`src/rtl/datapath_pkg.sv`:
```
// Shared datapath constants and helpers.
// Used by the bus destination bank and its select/encode logic.
package datapath_pkg;

  localparam int DW     = 32;
  localparam int NGPR   = 16;
  localparam int IDX_W  = 4;
  localparam int RA_MSB = 26;
  localparam int RB_MSB = 22;
  localparam int RC_MSB = 18;
  localparam int IMM_W  = 19;

  localparam logic [DW-1:0] RST_VAL = 32'h0;

  // Sign-extend the low IMM_W bits of an instruction word.
  function automatic logic [DW-1:0] sext_imm(
    input logic [DW-1:0] ir
  );
    return {{(DW-IMM_W){ir[IMM_W-1]}}, ir[IMM_W-1:0]};
  endfunction

endpackage

```
`src/rtl/bus_dest_bank_select_encode.sv`:
```
// GPR select and one-hot encode from IR register fields.
// Purely combinational.
module select_encode
  import datapath_pkg::*;
(
  input  logic [DW-1:0]   ir,
  input  logic            gra,
  input  logic            grb,
  input  logic            grc,
  input  logic            rin,
  input  logic            rout,
  input  logic            baout,
  output logic [NGPR-1:0] gpr_load,
  output logic [NGPR-1:0] gpr_rout,
  output logic [NGPR-1:0] gpr_dec,
  output logic [DW-1:0]   c_sext,
  output logic            conflict
);

  logic [IDX_W-1:0] idx;
  logic             any_g;
  logic             multi_g;

  // Priority select of the register field: Gra > Grb > Grc.
  always_comb begin
    idx = '0;
    if (gra)
      idx = ir[RA_MSB -: IDX_W];
    else if (grb)
      idx = ir[RB_MSB -: IDX_W];
    else if (grc)
      idx = ir[RC_MSB -: IDX_W];
  end

  assign any_g   = gra | grb | grc;
  assign multi_g = (gra & grb) | (gra & grc) | (grb & grc);

  // One-hot decode; no field selected means no register.
  always_comb begin
    gpr_dec = '0;
    if (any_g)
      gpr_dec = NGPR'(1) << idx;
  end

  assign gpr_load = gpr_dec & {NGPR{rin}};
  assign gpr_rout = gpr_dec & {NGPR{rout | baout}};
  assign c_sext   = sext_imm(ir);
  assign conflict = multi_g & (rin | rout);

endmodule

```
`src/rtl/bus_dest_bank.sv`:
```
// Load side of the datapath bus: GPRs, HI/LO, PC, MDR, IR, Z.
// Returns all register contents and the GPR drive one-hot.
module bus_dest_bank
  import datapath_pkg::*;
(
  input  logic              clock,
  input  logic              clear,
  input  logic [DW-1:0]     BusMuxOut,
  input  logic              Gra,
  input  logic              Grb,
  input  logic              Grc,
  input  logic              Rin,
  input  logic              Rout,
  input  logic              BAout,
  input  logic              HIin,
  input  logic              LOin,
  input  logic              PCin,
  input  logic              IncPC,
  input  logic              MDRin,
  input  logic              Read,
  input  logic [DW-1:0]     Mdatain,
  input  logic              IRin,
  input  logic              Zin,
  input  logic [2*DW-1:0]   C,
  output logic [NGPR*DW-1:0] GprOut,
  output logic [DW-1:0]     HI,
  output logic [DW-1:0]     LO,
  output logic [DW-1:0]     PC,
  output logic [DW-1:0]     MDR,
  output logic [DW-1:0]     IR,
  output logic [DW-1:0]     ZHigh,
  output logic [DW-1:0]     ZLow,
  output logic [NGPR-1:0]   GprRout,
  output logic [DW-1:0]     CSignExtended,
  output logic              LoadConflict
);

  logic [NGPR-1:0] gpr_load;
  logic [NGPR-1:0] gpr_dec;
  logic            conflict;

  logic [DW-1:0]   hi_q,  hi_d;
  logic [DW-1:0]   lo_q,  lo_d;
  logic [DW-1:0]   pc_q,  pc_d;
  logic [DW-1:0]   mdr_q, mdr_d;
  logic [DW-1:0]   ir_q,  ir_d;
  logic [2*DW-1:0] z_q,   z_d;
  logic            lc_q,  lc_d;

  select_encode u_sel (
    .ir       (ir_q),
    .gra      (Gra),
    .grb      (Grb),
    .grc      (Grc),
    .rin      (Rin),
    .rout     (Rout),
    .baout    (BAout),
    .gpr_load (gpr_load),
    .gpr_rout (GprRout),
    .gpr_dec  (gpr_dec),
    .c_sext   (CSignExtended),
    .conflict (conflict)
  );

  // GPR bank: each register loads the bus on its one-hot strobe.
  for (genvar k = 0; k < NGPR; k++) begin : g_gpr
    logic [DW-1:0] r_q, r_d;

    // Next-state: hold unless selected for load.
    always_comb begin
      r_d = r_q;
      if (gpr_load[k])
        r_d = BusMuxOut;
    end

    // Register with synchronous clear.
    always_ff @(posedge clock) begin
      if (clear)
        r_q <= RST_VAL;
      else
        r_q <= r_d;
    end

    if (k == 0) begin : g_r0
      // R0 reads as zero on the bus during a base-address drive.
      assign GprOut[0 +: DW] =
        (BAout & gpr_dec[0]) ? '0 : r_q;
    end else begin : g_rk
      assign GprOut[k*DW +: DW] = r_q;
    end
  end

  // Next-state for the named special registers.
  always_comb begin
    hi_d  = hi_q;
    lo_d  = lo_q;
    pc_d  = pc_q;
    mdr_d = mdr_q;
    ir_d  = ir_q;
    z_d   = z_q;
    lc_d  = lc_q | conflict;
    if (HIin)
      hi_d = BusMuxOut;
    if (LOin)
      lo_d = BusMuxOut;
    if (PCin)
      pc_d = BusMuxOut;
    else if (IncPC)
      pc_d = pc_q + DW'(1);
    if (MDRin)
      mdr_d = Read ? Mdatain : BusMuxOut;
    if (IRin)
      ir_d = BusMuxOut;
    if (Zin)
      z_d = C;
  end

  // Special registers and the sticky conflict flag.
  always_ff @(posedge clock) begin
    if (clear) begin
      hi_q  <= RST_VAL;
      lo_q  <= RST_VAL;
      pc_q  <= RST_VAL;
      mdr_q <= RST_VAL;
      ir_q  <= RST_VAL;
      z_q   <= {RST_VAL, RST_VAL};
      lc_q  <= 1'b0;
    end else begin
      hi_q  <= hi_d;
      lo_q  <= lo_d;
      pc_q  <= pc_d;
      mdr_q <= mdr_d;
      ir_q  <= ir_d;
      z_q   <= z_d;
      lc_q  <= lc_d;
    end
  end

  assign HI           = hi_q;
  assign LO           = lo_q;
  assign PC           = pc_q;
  assign MDR          = mdr_q;
  assign IR           = ir_q;
  assign ZHigh        = z_q[2*DW-1:DW];
  assign ZLow         = z_q[DW-1:0];
  assign LoadConflict = lc_q;

endmodule

```
`config.mk`:
```
export PLATFORM = sky130hd
export DESIGN_NAME = bus_dest_bank
export DESIGN_NICKNAME = d
export VERILOG_FILES = /design/src/rtl/datapath_pkg.sv /design/src/rtl/bus_dest_bank_select_encode.sv /design/src/rtl/bus_dest_bank.sv
export SDC_FILE = /design/constraint.sdc
export NUM_CORES = 1
export LEC_CHECK = 0
export CORE_AREA = 2 2 359 361
export CTS_CLUSTER_DIAMETER = 60
export DETAILED_ROUTE_END_ITERATION = 10
export DIE_AREA = 0 0 361 363
export PLACE_DENSITY = 0.58
export SYNTH_ARGS = -nofsm -noshare
export SYNTH_HDL_FRONTEND = slang
export SYNTH_SLANG_ARGS = --single-unit
```
`constraint.sdc`:
```
create_clock -name clock -period 2.7 [get_ports clock]
set_input_delay 0.54 -clock clock [delete_from_list [all_inputs] [get_ports clock]]
set_output_delay 0.54 -clock clock [all_outputs]
set_load 0.03 [all_outputs]
```
* Word level (Yosys, flattened, before mapping) *
Cells that the tools add are included.

cells by class
  reductions and logical operators = 1
  bitwise logic cells = 14
  mux-type cells = 8
  shifts and indexed selects = 1
  $add $sub $neg = 1

operators by type and width
  kind                   count
  $mux 32                4
  $add 32x1->32 const B  1
  $and 16x16->16         2
  $mux 16                1
  $shl 1x4->16 const A   1
  $mux 4                 3
  $or 1x1->1             7
  $and 1x1->1            5
  $reduce_bool 2->1      1

word-level totals
  word-level logic and storage cells = 48
  register bits = 737
  output and inout port bits = 785
  input port bits = 144

* Logic depth before layout (Yosys ltp) *
Gate-level depths: netlist of run 1.

  depth after elaboration = 7
  depth in mapped cells = 7
  gate-level depth less buffers = 5

* Modules after synthesis *
A second synthesis of run 1 with hierarchy kept.

second synthesis, totals
  cells, all modules = 2798
  area total of the unflattened synthesis = 28036.9 um^2

modules (own cells, without submodules)
  module         instances  cells an instance  seq. area each (um^2)  area each (um^2)
  bus_dest_bank  1          2669               14754.2                27148.5
  select_encode  1          129                0.0                    888.4

* Worst setup path before layout of run 1 *
OpenSTA, ideal clock, no wires.

  kind = input port to output port
  start = input port Grb
  end = output port GprOut[10]
  arrival = 2.369 ns
  slack = -0.209 ns
  buffers on the path = 2
  stages on the path = 6
  data required time = 2.160 ns
  cell sequence = buf_2 nand3b_1 a22oi_2 nor4_1 clkbuf_1 a21boi_0

between the ends
  longest elaborated chain between the ends = 6

ends and longest elaborated chain
  element        RTL line                           source
  from (decl)    bus_dest_bank.sv:10                input logic Grb,
  $mux 4         bus_dest_bank_select_encode.sv:29  else if (grb)
  $mux 4         bus_dest_bank_select_encode.sv:27  if (gra)
  $shl 1x4->16   bus_dest_bank_select_encode.sv:42  gpr_dec = NGPR'(1) << idx;
  $mux 16 *      bus_dest_bank_select_encode.sv:41  if (any_g)
  $and 1x1->1 *  bus_dest_bank.sv:87                (BAout & gpr_dec[0]) ? '0 : r_q;
  $mux 32 *      bus_dest_bank.sv:87
  to (decl)      bus_dest_bank.sv:25                output logic [NGPR*DW-1:0] GprOut,

Every way passes the cells marked *; elsewhere a longest branch is shown, timed or not.

* Worst setup path in the final report of run 1 *
  start = register ir_q[20] (netlist: IR[20])
  end = output port GprOut[5]

between the ends
  longest elaborated chain between the ends = 6

ends and longest elaborated chain
  element                 RTL line                           source
  from (decl)             bus_dest_bank.sv:46                logic [DW-1:0] ir_q, ir_d;
  from (signal assigned)  bus_dest_bank.sv:133               ir_q <= ir_d;
  $mux 4                  bus_dest_bank_select_encode.sv:29
  $mux 4                  bus_dest_bank_select_encode.sv:27
  $shl 1x4->16            bus_dest_bank_select_encode.sv:42
  $mux 16                 bus_dest_bank_select_encode.sv:41
  $and 1x1->1             bus_dest_bank.sv:87
  $mux 32                 bus_dest_bank.sv:87

Every way passes these cells.

==> impl_metrics.toml, run 1 <==
[critical_path]
critPathRequiredTime_ns = 2.16
cp-end-kind = "output port"
path_class = "flip-flop to output port"
critPathArrivalTime_ns = 2.35
cp_max_fo = 6
critPathLaunchType = "flip-flop"

[timing]
fin_hold_ws_ns = 0.2606
slew_headroom_pct = 48.06
fin_skew_ns = 0.04762
max_slew.worst_pin.slew_ns = 0.7719
maxSlewViolCount = 0
finalHoldViolations = 0
setup_violations = 35
finalCritPeriodShare_pct = 106.9
post-route-min-period_ns = 2.885
fmax_mhz = 346.6
rsz0062_at_grt = "yes"
fin_ws_ns = -0.1851

[cts]
clock_latency_ns = 0.71
clkSinkCount = 737
cts_tree = "built"
path_clk_slew_ns = 0.05
htree_levels = 3
hold_buffers = 0
numCtsBuffers = 89
cts_root_buf = "clkbuf_16"
clk_path_buf_depth = 3

[logic_synthesis]
ys.warnings.count = 0
async_reset_ff_share_pct = 0
postSynthCellCount = 2804
ys_types = 57
ys.flop_type = "dfxtp_1"
synthesis.area_um2 = 29620
post_synth.cell_area_avg_um2 = 10.56
synth-seq-area-share_pct = 49.82
synth_edf_count = 0
syn_nets = 2949
synth_seq_cells = 737

[global_routing]
grt_pass1_wl_um = 180200
grt_overflow = 0
grt_pass1_vias = 23400
grt_antenna_before_repair = 12
grt_start_max_net_pins = 131
grtUsageTotal_pct = 19.01

[status]
outcome = "finished with violations"
violations = "negative setup slack"

[detailed_routing]
vias = 23598
wl_per_cell_um = 23.86
ant_nets = 0
routed_via_density = 4.347
first_pass_iters = 5
drc_errors = 0
drt-initial-drc-count = 1322
wl_um = 129500

[cells_and_area]
drive_gt1_share_pct = 11.99
areaGrowthSynthToFinish_pct = 51.88
final_cell_mix = "867 x clkdlybuf4s50_1, 727 x dfxtp_1, 705 x mux2i_1"
fill_cells = 12575
layout_commonest_cell = "clkdlybuf4s50_1"
final_nets = 3838

[floorplan]
row_count = 131
die_h_um = 363
core_um2 = 127000
dieArea_um2 = 131000
fp.dieW_um = 361
start_util_pct = 23.31
ios = 929

[power_and_ir_drop]
power.total_uw = 28150
p_leak_uw = 0.01956
peakVddDrop_mv = 0.5052
cellPowerDensity_nw_per_um2 = 625.7

[placement]
pre_cts_slack_ns = -1.150
gp_congestion = 0.8818
dp_hpwl_um = 91760
io_buffers = 928

[worst_hold_path]
min_path_type = "input pin to flip-flop"

[job]
max_cap_viol_count = 0
-- where the power goes --
group	switching, uW	internal [uW]	total (uW)
clock network	5130	7600	12700
logic	2310	1610	3920
registers	261	11200	11500
total	7690	20500	28100
-- per-stage QoR --
step           std cells  TNS (ns)  instance area [um^2]  utilization (%)
4_1_cts             5418    -9.721                 44750            35.23
2_1_floorplan       2804    -6.353                 29640                -
3_5_place_dp        5243    -44.92                 41180            32.42
5_1_grt             5427    -8.820                 44980            35.41
3_3_place_gp        5243    -36.34                 41180            32.42
6_report            5428    -4.557                 44980            35.41
-- state kept, by name, summed over array words and instances (netlist names) --
name,cells
MDR,32
z_q,64
HI,32
IR,32
LoadConflict,1
PC,32
LO,32
g_gpr.r_q,512
-- per-layer routing --
metal	vias up	track usage, %	wire, um
met5	-	0	23
met1	11521	22.05	52430
li1	11225	-	-
met2	666	32.66	63550
met4	4	7.236	4167
met3	182	5.918	9346
-- logic make-up after synthesis --
logic type,synth area share [%]
AO/OA/AOI/OAI,3.486
buffers and inverters,4.837
XOR/XNOR,0.3549
AND/OR/NAND/NOR,17.60
multiplexers,23.83
flip-flops,49.82
adder cells (fa/ha/maj),0.07604
-- path summary, 6_finish.rpt --
check	start	to	slack [ns]	cells after the start
setup / recovery	IR[20]$_SDFFE_PP0P_	GprOut[5]	-0.19	8
hold / removal	clear	IR[27]$_SDFFE_PP0P_	0.26	2
hold reg to reg	LoadConflict$_SDFF_PP0_	LoadConflict$_SDFF_PP0_	0.45	2
setup reg to reg	IR[18]$_SDFFE_PP0P_	g_gpr[0].r_q[9]$_SDFFE_PP0P_	0.46	8
-- cell type report --
class	instances	area, um^2	area share, %
Clock buffer	124	2550	5.669
Sequential cell	737	14780	32.87
Timing Repair Buffer	1084	11030	24.53
Clock inverter	35	550.5	1.224
Tap cell	1662	2079	4.623
Antenna cell	5	12.51	0.02782
Multi-Input combinational cell	1768	13920	30.95
Inverter	13	48.80	0.1085
-- repair_timing --
item                                    in CTS  in global routing
pin swaps                                   21                 17
buffers inserted                            13                  4
resized for setup                          103                 48
endpoints found under the setup margin      57                 48
cloned                                       3                  1
-- cell usage after synthesis, types with 3 or more instances --
| cell type | n | area [um^2] |
|---|---|---|
| nor3_1 | 7 | 35.03 |
| nand3b_1 | 4 | 30.03 |
| nand2_1 | 26 | 97.59 |
| dfxtp_1 | 737 | 14750 |
| a211oi_1 | 43 | 322.8 |
| nand4_1 | 14 | 87.58 |
| inv_1 | 12 | 45.04 |
| nor3b_1 | 7 | 52.55 |
| nand3_1 | 9 | 45.04 |
| buf_6 | 18 | 202.7 |
| nor4_1 | 7 | 43.79 |
| or3_1 | 8 | 50.05 |
| xnor2_1 | 6 | 52.55 |
| buf_1 | 14 | 52.55 |
| a21oi_1 | 16 | 80.08 |
| a311oi_1 | 11 | 96.34 |
| buf_4 | 35 | 262.8 |
| and3_1 | 6 | 37.54 |
| a21boi_0 | 32 | 240.2 |
| buf_2 | 35 | 175.2 |
| mux2i_1 | 705 | 7057 |
| clkbuf_1 | 184 | 690.7 |
| o21ai_0 | 4 | 20.02 |
| a2111oi_0 | 6 | 52.55 |
| nor2b_1 | 8 | 50.05 |
| and4_1 | 13 | 113.9 |
| xor2_1 | 6 | 52.55 |
| nor2_1 | 231 | 867.1 |
| or4_1 | 3 | 22.52 |
| o31ai_1 | 4 | 30.03 |
| nand2b_1 | 546 | 3416 |
| nand4_2 | 15 | 187.7 |
-- critical path, stage by stage, from the launching register on --
cell and delay, ns:
dfxtp_4 0.36, a21oi_4 0.16, a21oi_4 0.09, nor4_4 0.29, buf_6 0.18, buf_12 0.16
buf_12 0.17, a21boi_2 0.07, buf_6 0.15
Note: power is estimated with default switching activity, not from simulation.
==> run 2, diff against run 1 <==
ABC_AREA = 1   (was not set)
CORE_AREA = 2 2 363 365   (was 2 2 359 361)
DIE_AREA = 0 0 365 367   (was 0 0 361 363)
PLACE_DENSITY = 0.59   (was 0.58)
==> run 2 against run 1 <==
Net effect: the run still ends with negative setup slack left; area after synthesis increased by 8.8%; sequential power about the same; clock skew decreased by 0.0028 ns; die area increased by 2.2%; register-to-register slack got worse by 0.57 ns; clock power about the same; flip-flop and latch count unchanged; combinational power increased by 42%; via count increased by 50%; maximum frequency decreased by 3.9%.
==> impl_metrics.toml, run 2 <==
[critical_path]
cp_cell_sequence = "nand2_4 -> inv_2 -> nand2_2 -> nand3_4 -> nor2_4 -> nand3_2 -> buf_6 -> nor2_4 -> buf_12 -> buf_16 -> buf_12 -> buf_8 -> nor2_4 -> buf_6"
critPathArrivalTime_ns = 2.46
critical-path-top-delay-family = "buffers and inverters"
critPathLaunchType = "flip-flop"
path_common_cell = "nor2_4"
r2r_start = "IR[18]$_SDFFE_PP0P_"
path_class = "flip-flop to output port"
critPathRequiredTime_ns = 2.16
crit_buf_inv = 7
reg2reg_depth = 21
reg2reg_to = "g_gpr[3].r_q[28]$_SDFFE_PP0P_"
critPathMaxStageDelay_ns = 0.37
cp-end-kind = "output port"
cp_max_fo = 7
r2r_slack_ns = -0.11
cpMaxStageDelayCell = "dfxtp_4"

[cts]
clk_path_buf_depth = 3
hold_buffers = 0
htree_levels = 3
cts_tree = "built"
clkSinkCount = 737
cts_root_buf = "clkbuf_16"
numCtsBuffers = 92
clock_latency_ns = 0.72
path_clk_slew_ns = 0.06

[worst_hold_path]
worstHoldStart = "HIin"
hold-path-cell-count = 2
min_path_type = "input pin to flip-flop"
hold_end = "HI[29]$_SDFFE_PP0P_"

[timing]
max_slew.worst_pin.slew_ns = 0.9255
slew_headroom_pct = 38.30
maxSlewViolCount = 0
fin_ws_ns = -0.3010
fmax_mhz = 333.2
fin_skew_ns = 0.04478
finalCritPeriodShare_pct = 111.1
setup_violations = 79
rsz0062_at_grt = "yes"
post-route-min-period_ns = 3.001
finalHoldViolations = 0

[logic_synthesis]
ys.flop_type = "dfxtp_1"
synth_top_family_by_area = "simple AND/OR/NAND/NOR gates"
synth_commonest_cells = "1043 x nand2_1, 1002 x nor2_1, 737 x dfxtp_1"
synthAdderAreaFrac_pct = 0.03882
synth-compound-area-share_pct = 6.716
ys.warnings.count = 0
yosys.area.top_type = "dfxtp_1"
syn_nets = 4952
synthSimpleGateAreaFrac_pct = 33.18
synth_seq_cells = 737
async_reset_ff_share_pct = 0
synth.most_common_cell = "nand2_1"
ys_types = 28
synth_xor_area_share_pct = 0.3533
synth_area_leaders = "dfxtp_1 46%, nand2_1 12%, nor2_1 12%, nand4_1 8.2%, inv_1 8.2%"
synth_edf_count = 0
muxShareOfSynthArea_pct = 0
postSynthCellCount = 4807
synth_top_area_share_pct = 45.78
synth-seq-area-share_pct = 45.78
post_synth.cell_area_avg_um2 = 6.704
synthesis.area_um2 = 32230

[cells_and_area]
largest_register = "g_gpr.r_q"
drive_gt1_share_pct = 11.69
layout_commonest_cell = "nand2_1"
final_cell_mix = "1029 x nand2_1, 953 x nor2_1, 857 x clkdlybuf4s50_1"
areaGrowthSynthToFinish_pct = 54.79
largest_registers = "g_gpr.r_q (512), z_q (64)"
final_cell_area_um2 = 49890
largest_reg_flops = 512
final_nets = 5902

[floorplan]
ios = 929
fp.dieW_um = 365
core_um2 = 130500
start_util_pct = 24.70
row_count = 133
die_h_um = 367
dieArea_um2 = 134000

[detailed_routing]
first_pass_iters = 8
vias = 35344
ant_nets = 0
drc_errors = 0
wl_per_cell_um = 22.75
routed_via_density = 4.651
drt-initial-drc-count = 3697
wl_um = 172900

[placement]
post_dp_cell_area_um2 = 45120
io_buffers = 928
gp_congestion = 0.8975
pre_cts_slack_ns = -0.7540
dp_hpwl_um = 120300

[status]
violations = "negative setup slack"
outcome = "finished with violations"

[global_routing]
grt_pass1_vias = 32427
grt_overflow = 0
grtUsageTotal_pct = 24.63
grt_antenna_before_repair = 20
grt_pass1_wl_um = 239000
grt_start_max_net_pins = 110

[power_and_ir_drop]
cellPowerDensity_nw_per_um2 = 602.2
peakVddDrop_mv = 0.5258
p_leak_uw = 0.02138

[job]
max_cap_viol_count = 0
[run 2: what timing repair did]
| action | 4_1_cts | 5_1_grt |
|---|---|---|
| cloned | 5 | 5 |
| buffers inserted | 55 | 34 |
| pin swaps | 22 | 45 |
| gates resized for setup | 316 | 111 |
| endpoints found under the setup margin | 64 | 112 |
[run 2: routing by layer]
metal	track usage, %	share of wire [%]	vias to the layer above
li1	-	-	16812
met1	30.88	41	16507
met2	38.59	45	1678
met3	7.304	9.6	345
met4	11.44	4.8	2
met5	0	0.0075	-
[run 2: layout make-up]
| cell class | count | area, um^2 |
|---|---|---|
| Inverter | 739 | 2784 |
| Antenna cell | 17 | 42.54 |
| Sequential cell | 737 | 14780 |
| Timing Repair Buffer | 1257 | 13320 |
| Fill cell | 13484 | 80580 |
| Clock inverter | 38 | 465.4 |
| Multi-Input combinational cell | 2930 | 13610 |
| Clock buffer | 126 | 2694 |
| Tap cell | 1755 | 2196 |
[run 2: how the worst max path moves through the flow]
stage | cells past startpoint | slack (ns) | from | to
floorplan | 7 | -0.14 | IR[18]$_SDFFE_PP0P_ | GprRout[5]
global placement | 11 | -2.26 | Gra | GprRout[14]
detailed placement | 12 | -0.75 | Gra | GprOut[26]
CTS | 15 | -0.40 | IR[18]$_SDFFE_PP0P_ | GprOut[24]
global route | 14 | -0.44 | IR[18]$_SDFFE_PP0P_ | GprOut[8]
finish | 14 | -0.30 | IR[18]$_SDFFE_PP0P_ | GprOut[8]
[run 2: logic make-up after synthesis]
| logic type | count (synthesis) |
|---|---|
| buffers and inverters | 1140 |
| AND/OR/NAND/NOR | 2530 |
| XOR/XNOR | 13 |
| AO/OA/AOI/OAI | 386 |
| adder cells (fa/ha/maj) | 1 |
| flip-flops | 737 |
[run 2: power breakdown]
part	internal, uW	total (uW)	switching (uW)
sequential	11300	11600	320
clock	7540	12900	5330
combinational	2020	5550	3530
total	20900	30000	9180
[run 2: stage by stage]
stage                     instances  power, uW  TNS [ns]  hold WS (ns)  utilization, %
after floorplan                4807      14290   -0.4962        0.4550               -
after global placement         7342      16930   -171.65        0.4398           34.55
after detailed placement       7345      16960   -182.15        0.4559           34.59
after CTS                      7560      30050    -13.14        0.2238           37.75
after global routing           7596      31030    -21.42        0.2744           38.23
final                          7599      30040    -11.38        0.2957           38.24
